## src/rtl/gemvarray_serial_collector.sv

```systemverilog
// Per-row LSB-first serial deserializers feeding one round-robin arbitrated output register.
// Each row holds at most one finished word; a word that finishes while that slot is still occupied is dropped and flagged.
module gemvarray_serial_collector #(
   parameter  int ROW_CNT    = 32,
   parameter  int DATA_WIDTH = 16,
   localparam int ID_WIDTH   = (ROW_CNT > 1) ? $clog2(ROW_CNT) : 1
) (
   input  logic                  clk,
   input  logic                  rstn,
   input  logic                  clear,
   input  logic                  serialIn      [ROW_CNT],
   input  logic                  serialInValid [ROW_CNT],
   output logic [DATA_WIDTH-1:0] outData,
   output logic [ID_WIDTH-1:0]   outRowId,
   output logic                  outValid,
   input  logic                  outReady,
   output logic [ROW_CNT-1:0]    overflow
);

   localparam int CNT_WIDTH = (DATA_WIDTH > 1) ? $clog2(DATA_WIDTH) : 1;
   localparam int IDX_WIDTH = ID_WIDTH + 1;
   localparam logic [CNT_WIDTH-1:0] LAST_BIT = CNT_WIDTH'(DATA_WIDTH - 1);
   localparam logic [ID_WIDTH-1:0]  LAST_ROW = ID_WIDTH'(ROW_CNT - 1);
   localparam logic [IDX_WIDTH-1:0] ROW_LIM  = IDX_WIDTH'(ROW_CNT);

   logic [DATA_WIDTH-1:0] shiftReg [ROW_CNT];
   logic [DATA_WIDTH-1:0] hold     [ROW_CNT];
   logic [CNT_WIDTH-1:0]  bitCnt   [ROW_CNT];
   logic [ROW_CNT-1:0]    full;
   logic [ROW_CNT-1:0]    loadMask;
   logic [ID_WIDTH-1:0]   rrPtr;
   logic [ID_WIDTH-1:0]   selRow;
   logic [IDX_WIDTH-1:0]  idx;
   logic                  selFound;
   logic                  doLoad;

   // Round-robin search starting at rrPtr, wrapping past the last row.
   always_comb begin
      selFound = 1'b0;
      selRow   = '0;
      idx      = '0;
      for (int i = 0; i < ROW_CNT; i++) begin
         idx = {1'b0, rrPtr} + IDX_WIDTH'(i);
         if (idx >= ROW_LIM) idx = idx - ROW_LIM;
         if (!selFound && full[idx[ID_WIDTH-1:0]]) begin
            selFound = 1'b1;
            selRow   = idx[ID_WIDTH-1:0];
         end
      end
      doLoad   = selFound && (!outValid || outReady);
      loadMask = '0;
      if (doLoad) loadMask[selRow] = 1'b1;
   end

   always_ff @(posedge clk or negedge rstn) begin
      if (!rstn) begin
         for (int r = 0; r < ROW_CNT; r++) begin
            shiftReg[r] <= '0;
            hold[r]     <= '0;
            bitCnt[r]   <= '0;
         end
         full     <= '0;
         overflow <= '0;
         rrPtr    <= '0;
         outData  <= '0;
         outRowId <= '0;
         outValid <= 1'b0;
      end else if (clear) begin
         for (int r = 0; r < ROW_CNT; r++) begin
            shiftReg[r] <= '0;
            hold[r]     <= '0;
            bitCnt[r]   <= '0;
         end
         full     <= '0;
         overflow <= '0;
         rrPtr    <= '0;
         outData  <= '0;
         outRowId <= '0;
         outValid <= 1'b0;
      end else begin
         for (int r = 0; r < ROW_CNT; r++) begin
            // A slot released by this edge's load may be refilled on the same edge.
            if (loadMask[r]) full[r] <= 1'b0;
            if (serialInValid[r]) begin
               shiftReg[r] <= {serialIn[r], shiftReg[r][DATA_WIDTH-1:1]};
               if (bitCnt[r] == LAST_BIT) begin
                  bitCnt[r] <= '0;
                  if (full[r] && !loadMask[r]) begin
                     overflow[r] <= 1'b1;
                  end else begin
                     hold[r] <= {serialIn[r], shiftReg[r][DATA_WIDTH-1:1]};
                     full[r] <= 1'b1;
                  end
               end else begin
                  bitCnt[r] <= bitCnt[r] + 1'b1;
               end
            end
         end
         if (doLoad) begin
            outData  <= hold[selRow];
            outRowId <= selRow;
            outValid <= 1'b1;
            rrPtr    <= (selRow == LAST_ROW) ? '0 : selRow + 1'b1;
         end else if (outReady) begin
            outValid <= 1'b0;
         end
      end
   end

endmodule

```

## config.mk

```make
export PLATFORM = sky130hd
export DESIGN_NAME = gemvarray_serial_collector
export DESIGN_NICKNAME = d
export VERILOG_FILES = /design/src/rtl/gemvarray_serial_collector.sv
export SDC_FILE = /design/constraint.sdc
export NUM_CORES = 2
export LEC_CHECK = 0
export BUFFER_PORTS_ARGS = -buffer_cell sky130_fd_sc_hd__buf_2
export CAP_MARGIN = 5
export CORE_ASPECT_RATIO = 1.25
export CORE_MARGIN = 3
export CORE_UTILIZATION = 30
export DETAILED_ROUTE_END_ITERATION = 6
export GPL_TIMING_DRIVEN = 0
export MAX_ROUTING_LAYER = met4
export PLACE_DENSITY_LB_ADDON = 0.25
export SETUP_SLACK_MARGIN = 0.1
export SKIP_CTS_REPAIR_TIMING = 1
export SLEW_MARGIN = 5
export SYNTH_ARGS = -nofsm -noshare
export SYNTH_HDL_FRONTEND = slang
export SYNTH_SLANG_ARGS = --single-unit
export TNS_END_PERCENT = 50
```

## constraint.sdc

```tcl
create_clock -name clk -period 8.3 [get_ports clk]
set_clock_uncertainty 0.2 [all_clocks]
set_input_delay 1.66 -clock clk [delete_from_list [all_inputs] [get_ports clk]]
set_output_delay 1.66 -clock clk [all_outputs]
set_load 0.1 [all_outputs]
```

==> flow_summary.ini <==
[timing]
max_slew.worst_pin.slew_ns = 1.32
rsz_0062_raised_after_global_routing = yes
layout_setup_ws_ns = -0.0107
finalSetupTns_ns = -0.0107
min_period_over_period_pct = 100
max-slew-margin-rel_pct = 11.8
fmaxAchievable_mhz = 120
min_period_ns = 8.31
final-hold-violation-count = 0
setup_viol = 1
timing_max_transition_violations_final = 0

[floorplan]
die_h_um = 515
die-area_sq_mm = 0.213
core_area_sq_mm = 0.206
initial_utilization_pct = 30.2
boundaryPins = 122
placementRows = 186
die_x_um = 413

[power_and_ir_drop]
part_of_the_total_power_dissipated_in_sequential_elements_pct = 22.8
power.switching_w = 0.0133
total_power_w = 0.0269
vdd.ir_drop.worst_mv = 0.396
power.switching_fraction_pct = 49.4
internal_power_w = 0.0136
comb_power_share_pct = 56.0
p_leak_nw = 35.6
power.clock.fraction_pct = 21.2
power_density_mw_per_mm2 = 367

[setup_path]
crit_path_max_fanout = 15
reg2reg_depth = 23
critical_path.endpoint_type = register
critical_path.reg2reg.startpoint = rrPtr[2]
max_stage_delay_ns = 0.83
critPathArrivalTime_ns = 8.78
timing.critical_path.cells = clkbuf_4, inv_1, clkbuf_4, ha_1, clkbuf_4, mux4_2, nand2_1, a21o_1, or3b_2, clkbuf_1, or4b_2, a21o_1, o21ai_1, o22a_1, nor4_1, a211o_1, a21oi_4, buf_6, buf_4, mux2_2, o21ai_0, a221oi_2, a22o_1
crit_start = rrPtr[2]
setup.reg_to_reg.worst_slack_ns = -0.01
startpoint_to_endpoint_class_of_the_critical_path = register to register
cpMostUsedCell = sky130_fd_sc_hd__clkbuf_4
end_of_the_worst_register_to_register_path = outData[8]
critical_path.startpoint_type = register
cp.required_ns = 8.77
critical_path_top_delay_cell = sky130_fd_sc_hd__or4b_2
crit_path_end = outData[8]

[grt]
grt_first_pass_wirelength_um = 362000
grt_max_degree = 153
initial_antenna_violation_count = 20
grtUsageMet1_pct = 29.0
track_usage_pct = 24.3
global_route.peak_usage_layer = met2
grt.met3_usage_pct = 3.03
grtUsageMet2_pct = 39.3
grt_pass1_vias = 47400
global_route.overflow_total = 0

[yosys]
synth_ff_type = sky130_fd_sc_hd__dfrtp_1
yosys_register_bits = 1211
syn_inst = 5830
synth_enable_flop_cells = 0
fraction_of_the_yosys_area_taken_by_sequential_cells_pct = 48.7
synth_area_sq_mm = 0.0622
mappedNetlistNets = 5947
yosysUniqueCellTypes = 90
postSynthAreaPerCell_sq_um = 10.7
number_of_warning_messages_in_the_yosys_log = 0
synth-async-reset-ratio_pct = 100

[clocking]
ctsRootBufferMaster = sky130_fd_sc_hd__clkbuf_16
clk-insertion-delay-late_ns = 0.79
clockBufferDepth = 3
cts_num_sinks = 1211
cts_max_level = 3
cts_tree = done
cts-buffers-inserted = 117
clk_pin_slew_worst_paths_ns = 0.07

[place]
dp_hpwl_um = 197000
portBuffers = 95
finalWeightedCongestion = 1.00

[route]
drt-total-wl_um = 257000
via_count = 48100
ant_nets = 0
avgRoutedWirePerCell_um = 28.7
dr.first_iter.drc_count = 4236
drcViolationCount = 0
detail_route.first_pass.iterations = 6
viasPerCell = 5.35

[final_layout]
layout_fillers = 20700
layout_commonest_cell = sky130_fd_sc_hd__mux2i_1
final_core_util_pct = 35.6
layout_common_cells = sky130_fd_sc_hd__mux2i_1 (1372), sky130_fd_sc_hd__nor2_1 (1275), sky130_fd_sc_hd__dfrtp_1 (1210), sky130_fd_sc_hd__nand2_1 (308), sky130_fd_sc_hd__clkbuf_1 (236)
layout-area-overhead-vs-synth_pct = 17.7
nNetsFinal = 6267
drive_gt1_share_pct = 14.9

[run_status]
failing_checks = setup timing
result_of_the_run = finished, violations left

[job]
cap_viol_max_count = 0

[min_path]
hold_class = register to register
area by class of cell:
class	count	area [sq um]	share of cell area [%]
Multi-Input combinational cell	4184	31200	42.6
Clock buffer	167	3440	4.69
Timing Repair Buffer	201	1580	2.15
Inverter	25	118	0.161
Buffer	410	2530	3.46
Tap cell	2726	3410	4.66
Antenna cell	16	40.0	0.0547
Sequential cell	1211	30300	41.4
Clock inverter	36	601	0.820
cell usage after synthesis (28+ instances only):
cell type	instances	area [sq um]
sky130_fd_sc_hd__ha_1	49	613
sky130_fd_sc_hd__mux2i_1	1410	14100
sky130_fd_sc_hd__xor2_1	44	385
sky130_fd_sc_hd__or3_1	37	231
sky130_fd_sc_hd__nor2_1	1284	4820
sky130_fd_sc_hd__nor3_1	48	240
sky130_fd_sc_hd__a21oi_1	197	986
sky130_fd_sc_hd__nand2_1	321	1200
sky130_fd_sc_hd__buf_1	38	143
sky130_fd_sc_hd__mux4_2	93	2090
sky130_fd_sc_hd__o22ai_1	39	244
sky130_fd_sc_hd__buf_4	28	210
sky130_fd_sc_hd__buf_2	77	385
sky130_fd_sc_hd__nand2b_1	29	181
sky130_fd_sc_hd__o21ai_0	92	460
sky130_fd_sc_hd__a31oi_1	42	263
sky130_fd_sc_hd__dfrtp_1	1211	30300
sky130_fd_sc_hd__xnor2_1	39	342
sky130_fd_sc_hd__clkbuf_1	245	920
sky130_fd_sc_hd__mux2_2	55	619
logic make-up after synthesis:
family,after synthesis,share of synthesized area (%)
fa+ha+maj,49,0.985
simple gates,1879,12.5
xor+xnor,83,1.17
mux,1560,27.1
buf+inv,435,3.19
compound gates,613,6.44
flops,1211,48.7
per-layer routing:
metal  share of wire [%]  vias up  wire length, um
met5                   0        -                0
met4                 7.0        0            18000
met3                 5.4      567            13900
met2                  48     1688           123000
met1                  40    24700           102000
li1                    -    21100                -
how the worst min path moves through the flow:
stage,cells past startpoint,startpoint,to
global placement,2,overflow[10],overflow[10]
CTS,2,shiftReg[353],hold[352]
global route,2,shiftReg[337],hold[336]
floorplan,2,hold[108],hold[108]
finish,2,shiftReg[353],hold[352]
detailed placement,2,overflow[17],overflow[17]
per-stage QoR:
stage / worst slack [ns] / instances / instance area (sq um) / hold WS (ns)
after floorplan: 0.243 / 5830 / 62200 / 0.281
after global placement: -22.30 / 8651 / 66100 / 0.275
after detailed placement: -5.85 / 8665 / 66500 / 0.279
after CTS: -5.93 / 8868 / 70500 / 0.260
after global routing: 0.00148 / 8969 / 73200 / 0.288
final: -0.0107 / 8976 / 73200 / 0.272
worst max-delay path: cells and delay by family, from the launching register on:
kind                       cells  cell delay (ns)
AOI/OAI and AO/OA              9             2.69
buffers and inverters          7             2.08
and+or+nand+nor                4             1.46
muxes                          2             0.73
DFF                            1             0.56
adders and majority gates      1             0.39
power by group through the flow:
stage	logic, W	clock network, W	registers [W]
after CTS	0.0131	0.00582	0.00612
final	0.0151	0.00570	0.00612
after global placement	0.0130	0	0.00623
after detailed placement	0.0130	0	0.00623
after floorplan	0.00636	0	0.00636
after global routing	0.0150	0.00605	0.00612
sequential cells by signal, indices dropped and copies added, names as in the netlist:
name      cells
full         32
outValid      1
overflow     32
rrPtr         5
shiftReg    480
outRowId      5
bitCnt      128
hold        512
outData      16
Note: power is estimated with default switching activity, not from simulation.
